`config.mk`:
```
export PLATFORM = sky130hd
export DESIGN_NAME = acc_reg
export DESIGN_NICKNAME = d
export VERILOG_FILES = /design/src/rtl/bc_pkg.sv /design/src/rtl/link_ff.sv /design/src/rtl/acc_reg.sv
export SDC_FILE = /design/constraint.sdc
export NUM_CORES = 1
export LEC_CHECK = 0
export CELL_PAD_IN_SITES_DETAIL_PLACEMENT = 1
export CELL_PAD_IN_SITES_GLOBAL_PLACEMENT = 1
export CORE_MARGIN = 1
export CORE_UTILIZATION = 35
export CTS_CLUSTER_SIZE = 8
export DETAILED_ROUTE_END_ITERATION = 7
export GPL_ROUTABILITY_DRIVEN = 0
export HOLD_SLACK_MARGIN = 0.02
export PLACE_DENSITY_LB_ADDON = 0.1
export SLEW_MARGIN = 25
export SYNTH_ARGS = -nofsm -noshare
export SYNTH_HDL_FRONTEND = slang
export SYNTH_SLANG_ARGS = --single-unit
```
`constraint.sdc`:
```
create_clock -name clk -period 1.96 [get_ports clk]
set_input_delay 0.294 -clock clk [delete_from_list [all_inputs] [get_ports clk]]
set_output_delay 0.294 -clock clk [all_outputs]
set_load 0.005 [all_outputs]
```
`src/rtl/bc_pkg.sv`:
```
// ---------------------------------------------------------------------------
// bc_pkg -- shared definitions for the accumulator register (acc_reg).
//   BC_WIDTH      : default data register width
//   op_e          : 3-bit operation code type and its encodings
//   op_is_shift() : true for the two shift-through-E opcodes
//   op_is_legal() : true for opcodes the current build executes; depends on
//                   the optional shift feature (macro ACC_REG_SHIFT_EN)
// ---------------------------------------------------------------------------
package bc_pkg;

  localparam int BC_WIDTH = 16;
  localparam int OP_W     = 3;

  typedef enum logic [OP_W-1:0] {
    OP_HOLD = 3'b000,  // keep data and E
    OP_LOAD = 3'b001,  // data <= indata
    OP_CLR  = 3'b010,  // data <= 0
    OP_INC  = 3'b011,  // {E, data} <= data + 1
    OP_CMP  = 3'b100,  // data <= ~data
    OP_SHR  = 3'b101,  // rotate right through E
    OP_SHL  = 3'b110,  // rotate left through E
    OP_CLRE = 3'b111   // E <= 0
  } op_e;

  function automatic logic op_is_shift(input op_e op);
    return (op == OP_SHR) || (op == OP_SHL);
  endfunction

  function automatic logic op_is_legal(input op_e op);
`ifdef ACC_REG_SHIFT_EN
    return 1'b1 | op_is_shift(op);
`else
    return !op_is_shift(op);
`endif
  endfunction

endpackage

```
`src/rtl/link_ff.sv`:
```
// ---------------------------------------------------------------------------
// link_ff -- the single-bit link/carry register E of acc_reg.
//   clk    : clock, rising edge
//   reset  : asynchronous active-high reset, forces q to 0
//   enable : load d into q on the next rising edge when high
//   d      : next value of E
//   q      : current value of E
// ---------------------------------------------------------------------------
module link_ff (
  input  logic clk,
  input  logic reset,
  input  logic enable,
  input  logic d,
  output logic q
);

  logic q_q;
  logic q_d;

  always_comb begin
    q_d = q_q;
    if (enable) q_d = d;
  end

  always_ff @(posedge clk or posedge reset) begin
    if (reset) q_q <= 1'b0;
    else       q_q <= q_d;
  end

  assign q = q_q;

endmodule

```
`src/rtl/acc_reg.sv`:
```
// ---------------------------------------------------------------------------
// acc_reg -- accumulator data register with link/carry bit E.
//   Optional feature: define ACC_REG_SHIFT_EN to compile in the shift ops
//   (101 right, 110 left, both rotating through E). Without it those codes
//   are illegal: the register holds and busy_err latches until reset.
//
//   Parameters
//     WIDTH   : data register width, 2..64
//     RST_VAL : data register value after reset
//   Ports
//     clk       : clock, all state changes on rising edge
//     reset     : asynchronous active-high reset
//     reg_en    : operation enable, 0 holds all state
//     op        : operation code (see bc_pkg::op_e)
//     indata    : parallel load data
//     outdata   : data register contents
//     e_outdata : link/carry bit E
//     zero      : outdata is all zeros
//     busy_err  : sticky illegal-op flag
// ---------------------------------------------------------------------------
module acc_reg
  import bc_pkg::*;
#(
  parameter int               WIDTH   = BC_WIDTH,
  parameter logic [WIDTH-1:0] RST_VAL = '0
) (
  input  logic             clk,
  input  logic             reset,
  input  logic             reg_en,
  input  logic [OP_W-1:0]  op,
  input  logic [WIDTH-1:0] indata,
  output logic [WIDTH-1:0] outdata,
  output logic             e_outdata,
  output logic             zero,
  output logic             busy_err
);

  op_e              op_s;
  logic [WIDTH-1:0] data_q, data_d;
  logic             e_q, e_d;
  logic             busy_err_q, busy_err_d;
  logic [WIDTH:0]   inc_w;     // carry-out in the top bit

  assign op_s  = op_e'(op);
  assign inc_w = {1'b0, data_q} + {{WIDTH{1'b0}}, 1'b1};

  always_comb begin
    data_d     = data_q;
    e_d        = e_q;
    busy_err_d = busy_err_q;
    if (reg_en) begin
      if (!op_is_legal(op_s)) begin
        // Illegal op: keep data and E, flag it until reset.
        busy_err_d = 1'b1;
      end else begin
        case (op_s)
          OP_HOLD: ;
          OP_LOAD: data_d = indata;
          OP_CLR:  data_d = '0;
          OP_INC: begin
            data_d = inc_w[WIDTH-1:0];
            e_d    = inc_w[WIDTH];
          end
          OP_CMP:  data_d = ~data_q;
`ifdef ACC_REG_SHIFT_EN
          OP_SHR: begin
            data_d = {e_q, data_q[WIDTH-1:1]};
            e_d    = data_q[0];
          end
          OP_SHL: begin
            data_d = {data_q[WIDTH-2:0], e_q};
            e_d    = data_q[WIDTH-1];
          end
`endif
          OP_CLRE: e_d = 1'b0;
          default: ;
        endcase
      end
    end
  end

  always_ff @(posedge clk or posedge reset) begin
    if (reset) begin
      data_q     <= RST_VAL;
      busy_err_q <= 1'b0;
    end else begin
      data_q     <= data_d;
      busy_err_q <= busy_err_d;
    end
  end

  // E is held by link_ff whenever reg_en is low, so e_d only matters with reg_en high.
  link_ff u_link_ff (
    .clk    (clk),
    .reset  (reset),
    .enable (reg_en),
    .d      (e_d),
    .q      (e_q)
  );

  assign outdata   = data_q;
  assign e_outdata = e_q;
  assign zero      = (data_q == '0);
  assign busy_err  = busy_err_q;

endmodule

```
==> impl_metrics.ini, run 1 <==
[placed_design]
place_area_mm2 = 0.00215
dp.cells = 288
port_buffers = 40
dpl.hpwl_um = 4140

[yosys]
synthesis.area_mm2 = 0.00153
synthCells = 182
ys_types = 51
ys_ff_latch = 18
synth-edff-count = 0
syn_avg_cell_area_um2 = 8.38
seq_area_frac_synth = 0.295
yosysWarnings = 0
synth_top_flop_cell = dfrtp_1
syn-num-nets = 206
async_flop_share = 1.00

[timing]
maxSlewHeadroom = 0.751
period_minus_slack_ns = 1.86
fmax_ghz = 0.538
rsz0062_at_grt = false
finalHoldViolations = 0
drv_slew = 0
fin_skew_ns = 0.00265
post-route-period-util = 0.948
finalSetupViolations = 0
holdWs_ns = 0.361
tightest_slew_ns = 0.372

[detailed_routing]
routed_wl_um = 5420
drc_errors = 0
avgRoutedWirePerCell_um = 18.6
drtAntennaViolNets = 0
firstDrtPassIters = 4
vias = 1718
vias_per_cell = 5.88
drt-initial-drc-count = 95

[setup_path]
cp_cell_sequence = buf_4 > buf_4 > ha_1 > and4_4 > and4_1 > a21o_1 > a221oi_2
endpoint_kind = register
worst_path_max_delay_cell = dfrtp_1
cp_max_fo = 8
crit_type = reg -> reg
cpMostUsedCell = buf_4
start_kind = register
critPathMaxStageDelay_ns = 0.39
worstPathArrival_ns = 2.03
crit_required_ns = 2.13

[clock_tree]
clockRootBuffer = clkbuf_8
cts_sinks = 18
clk_path_buf_depth = 2
clk_latency_ns = 0.26
cts_buffers = 3
cts_tree = done
clk_pin_slew_worst_paths_ns = 0.08
cts_htree_levels = 1

[layout]
drive_above_1_share = 0.194
nets = 268
area_delta_synth_final_pct = 45.6
fin_util = 0.543
fin_area_mm2 = 0.00222
num_antenna_cells = 0
finalNonFillerCells = 292

[power_and_ir_drop]
ir_worst_vdd_uv = 313
leakage_nw = 0.916
p_total_w = 0.00157
power_density_mw_per_mm2 = 707

[floorplan]
start_util = 0.373
dieArea_mm2 = 0.00463
fp-row-count = 23
dieHeight_um = 68.0
core_mm2 = 0.00409
die_x_um = 68.0
ioPinCount = 41

[grt]
grt_overflow = 0
grt_max_degree = 19
grt_pass1_wl_um = 8650
grt_pass1_vias = 1870
antenna_found_initial = 0
grt_util_all_layers = 0.253

[job]
maxCapViolations = 0

[run_status]
status = finished clean

[min_path]
hp-class = in -> async
-- path summary, 6_finish.rpt --
path,start,endpoint,slack (ns),depth (start not counted)
max,outdata[0]$_DFFE_PP0P_,outdata[14]$_DFFE_PP0P_,0.10,7
min,reset,outdata[3]$_DFFE_PP0P_,0.36,3
max reg2reg,outdata[0]$_DFFE_PP0P_,outdata[14]$_DFFE_PP0P_,0.10,7
min reg2reg,busy_err$_DFFE_PP0P_,busy_err$_DFFE_PP0P_,0.47,1
max in group asynchronous,reset,outdata[4]$_DFFE_PP0P_,1.38,3
min in group clk,busy_err$_DFFE_PP0P_,busy_err$_DFFE_PP0P_,0.47,1
-- routing by layer --
metal | routed length (um) | up-vias | share of wire | global-route usage
met1 | 2310 | 841 | 0.43 | 0.293
met3 | 227 | 10 | 0.042 | 0.0467
met2 | 2790 | 51 | 0.51 | 0.455
met4 | 87 | 0 | 0.016 | 0.0990
met5 | 0 | - | 0 | 0
li1 | - | 816 | - | -
-- logic make-up after synthesis --
group | Yosys count | share of synthesized area
simple gates | 66 | 0.258
compound gates | 56 | 0.253
buf+inv | 25 | 0.0804
flops | 18 | 0.295
mux | 11 | 0.0747
xor+xnor | 4 | 0.0230
fa+ha+maj | 2 | 0.0164
-- power breakdown --
| part | total (W) | switching (W) | internal (W) |
|---|---|---|---|
| Combinational | 0.000759 | 0.000341 | 0.000418 |
| Clock | 0.000278 | 0.000141 | 0.000137 |
| Sequential | 0.000532 | 0.0000868 | 0.000446 |
-- layout make-up --
cell class | count | area [um2]
repair buffers | 75 | 662
clock buffers | 3 | 41.3
fillers | 488 | 1870
flip-flops and latches | 18 | 450
multi-input cells | 139 | 978
inverters | 7 | 26.3
well taps | 50 | 62.6
-- cells in the final DEF, fill, tap and decap left out, types with 3 or more instances in the layout --
cell / count
a21o_1: 3
a21oi_1: 6
a221oi_2: 3
a31oi_1: 7
and2_1: 4
and3_1: 3
and4_1: 6
buf_4: 35
clkbuf_8: 3
clkdlybuf4s50_1: 39
dfrtp_1: 18
inv_1: 7
mux2i_1: 8
nand2_1: 9
nand3_1: 10
nand4_1: 6
nor2_1: 10
nor2b_1: 3
nor4b_1: 3
o21ai_0: 5
o21ai_1: 14
xnor2_1: 3
-- synth_stat cells (all sizes together) (4+ instances only) --
cell type  count  area [um2]
o21ai         19        95.1
dfrtp         18         450
buf           12        73.8
nor2          11        43.8
nand3         10        50.1
nand2          9        33.8
mux2i          8        80.1
a31oi          7        43.8
and4           7        61.3
inv            7        26.3
a21oi          6        30.0
clkbuf         6        22.5
nand4          6        37.5
and2           5        33.8
nor4b          4        35.0
-- state kept, by name (all words and copies together), names as in the netlist --
signal       flops
outdata         16
busy_err         1
u_link_ff.q      1
-- per-stage QoR --
step	TNS, ns	setup WS [ns]
floorplan	0	0.256
global placement	-0.428	-0.0552
detailed placement	-1.19	-0.128
CTS	0	0.00380
global route	0	0.00697
finish	0	0.103
-- repair_timing --
item | 4_1_cts | 5_1_grt
buffers inserted | 1 | 0
pin swaps | 1 | 0
hold buffers | 0 | 0
resized for setup | 5 | 2
setup endpoints to repair | 1 | 2
-- critical path, delay by kind of cell, from the launching register on --
| kind | cells | cell delay [ns] |
|---|---|---|
| AO/OA/AOI/OAI | 2 | 0.43 |
| adder cells (fa/ha/maj) | 1 | 0.25 |
| buffers and inverters | 2 | 0.28 |
| flip-flops | 1 | 0.39 |
| AND/OR/NAND/NOR | 2 | 0.42 |
Power figures use the tool's default switching activity.
==> run 2: changes to the inputs <==
--- a/config.mk
+++ b/config.mk
@@ -5,6 +5,7 @@
 export SDC_FILE = /design/constraint.sdc
 export NUM_CORES = 1
 export LEC_CHECK = 0
+export ABC_CLOCK_PERIOD_IN_PS = 2400
 export CELL_PAD_IN_SITES_DETAIL_PLACEMENT = 1
 export CELL_PAD_IN_SITES_GLOBAL_PLACEMENT = 1
 export CORE_MARGIN = 1
==> constraint.sdc (replaced) <==
create_clock -name clk -period 2.4 [get_ports clk]
set_input_delay 0.36 -clock clk [delete_from_list [all_inputs] [get_ports clk]]
set_output_delay 0.36 -clock clk [all_outputs]
set_load 0.005 [all_outputs]
==> run 2 against run 1 <==
Setup slack better by 0.034 ns. Power down 20%. Critical path depth down 2. Critical endpoint is now zero. Largest power group unchanged.
==> impl_metrics.ini, run 2 (synthesis results as in run 1) <==
[run_status]
status = finished clean

[layout]
drive_above_1_share = 0.112
finalNonFillerCells = 273
num_antenna_cells = 0
largest_reg_flops = 16
fillers = 501
mostFrequentLayoutCell = clkdlybuf4s50_1
nets = 248
area_delta_synth_final_pct = 35.4
multiInputGateArea_um2 = 958
regArea_um2 = 450
mostFrequentLayoutCells = 40 x clkdlybuf4s50_1, 18 x dfrtp_1, 15 x buf_4, 14 x o21ai_1

[setup_path]
r2r-start = outdata[2]$_DFFE_PP0P_
crit_type = reg -> out
endpoint_kind = output pin
cp_max_fo = 7
start_kind = register
regToRegSetupSlack_ns = 0.53
ff2ff_path_depth = 4
worstPathArrival_ns = 1.90
crit_required_ns = 2.04
r2r_end = outdata[7]$_DFFE_PP0P_

[timing]
post-route-period-util = 0.943
fin_setup_tns_ns = 0
fin_skew_ns = 0.00611
maxSlewHeadroom = 0.482
rsz0062_at_grt = false
fmax_ghz = 0.442
period_minus_slack_ns = 2.26
finalHoldViolations = 0
finalSetupViolations = 0
drv_slew = 0
tightest_slew_ns = 0.777

[clock_tree]
cts_tree = done
cts_sinks = 18
cts_htree_levels = 1
clk_latency_ns = 0.27
clk_path_buf_depth = 2
cts_buffers = 3
clk_pin_slew_worst_paths_ns = 0.08
clockRootBuffer = clkbuf_8

[placed_design]
port_buffers = 40
dpl.hpwl_um = 3940
dp.cells = 269

[detailed_routing]
avgRoutedWirePerCell_um = 19.9
firstDrtPassIters = 4
drc_errors = 0
drt-initial-drc-count = 90
vias = 1687
drtAntennaViolNets = 0
vias_per_cell = 6.18
routed_wl_um = 5450

[floorplan]
dieHeight_um = 68.0
start_util = 0.373
dieArea_mm2 = 0.00463
die_x_um = 68.0
core_mm2 = 0.00409
ioPinCount = 41
fp-row-count = 23

[min_path]
hp-start = busy_err$_DFFE_PP0P_
hold_end = busy_err$_DFFE_PP0P_
hold_depth = 1
hp-class = reg -> reg

[grt]
grt_overflow = 0
grt_pass1_wl_um = 8540
grt_max_degree = 19
grt_pass1_vias = 1716
grt_util_all_layers = 0.250
antenna_found_initial = 0

[power_and_ir_drop]
power_density_mw_per_mm2 = 605
ir_worst_vdd_uv = 234
leakage_nw = 0.818
p_total_w = 0.00125

[job]
maxCapViolations = 0
-- run 2: critical path, cell delays in order, from the launching register on --
cell and delay, ns:
dfrtp_1 0.45, inv_1 0.11, ha_1 0.15, nor4b_2 0.19, and4_1 0.24, clkdlybuf4s50_1 0.50
-- run 2: stage by stage --
| stage | hold slack [ns] | worst slack [ns] | area, um2 | utilization |
|---|---|---|---|---|
| after detailed placement | 0.446 | 0.160 | 2000 | 0.491 |
| after floorplan | 0.299 | 0.696 | 1530 | - |
| after global placement | 0.450 | 0.221 | 2000 | 0.491 |
| after CTS | 0.472 | 0.0539 | 2060 | 0.504 |
| final | 0.465 | 0.136 | 2070 | 0.506 |
| after global routing | 0.512 | 0.0365 | 2070 | 0.506 |
-- run 2: layer usage --
| metal | vias to the layer above | wire length [um] | track usage |
|---|---|---|---|
| met4 | 0 | 46 | 0.0625 |
| met5 | - | 0 | 0 |
| met2 | 52 | 2730 | 0.429 |
| li1 | 773 | - | - |
| met1 | 855 | 2480 | 0.335 |
| met3 | 7 | 192 | 0.0183 |
-- run 2: final cells by class --
| cell class | count | share of cell area |
|---|---|---|
| Clock buffer | 4 | 0.0267 |
| Inverter | 7 | 0.0127 |
| Multi-Input combinational cell | 139 | 0.464 |
| Sequential cell | 18 | 0.218 |
| Tap cell | 50 | 0.0303 |
| Timing Repair Buffer | 55 | 0.248 |
-- run 2: repair_timing --
action | in CTS | in global routing
gates resized for setup | 0 | 1
hold buffers | 0 | 0
buffers inserted | 0 | 0
endpoints found under the setup margin | 0 | 1
-- run 2: how the worst max path moves through the flow --
stage / from / end / slack (ns)
6_report: outdata[1]$_DFFE_PP0P_ / zero / 0.14
5_1_grt: outdata[1]$_DFFE_PP0P_ / zero / 0.04
4_1_cts: outdata[1]$_DFFE_PP0P_ / zero / 0.05
3_5_place_dp: op[0] / outdata[4]$_DFFE_PP0P_ / 0.16
3_3_place_gp: op[2] / outdata[7]$_DFFE_PP0P_ / 0.22
2_1_floorplan: outdata[2]$_DFFE_PP0P_ / outdata[7]$_DFFE_PP0P_ / 0.70
-- run 2: where the power goes --
group	total, W	leakage [nW]	internal [W]	switching (W)
sequential	0.000481	0.219	0.000363	0.000117
clock	0.000272	0.0288	0.000146	0.000126
combinational	0.000498	0.570	0.000280	0.000218
total	0.00125	0.818	0.000790	0.000461
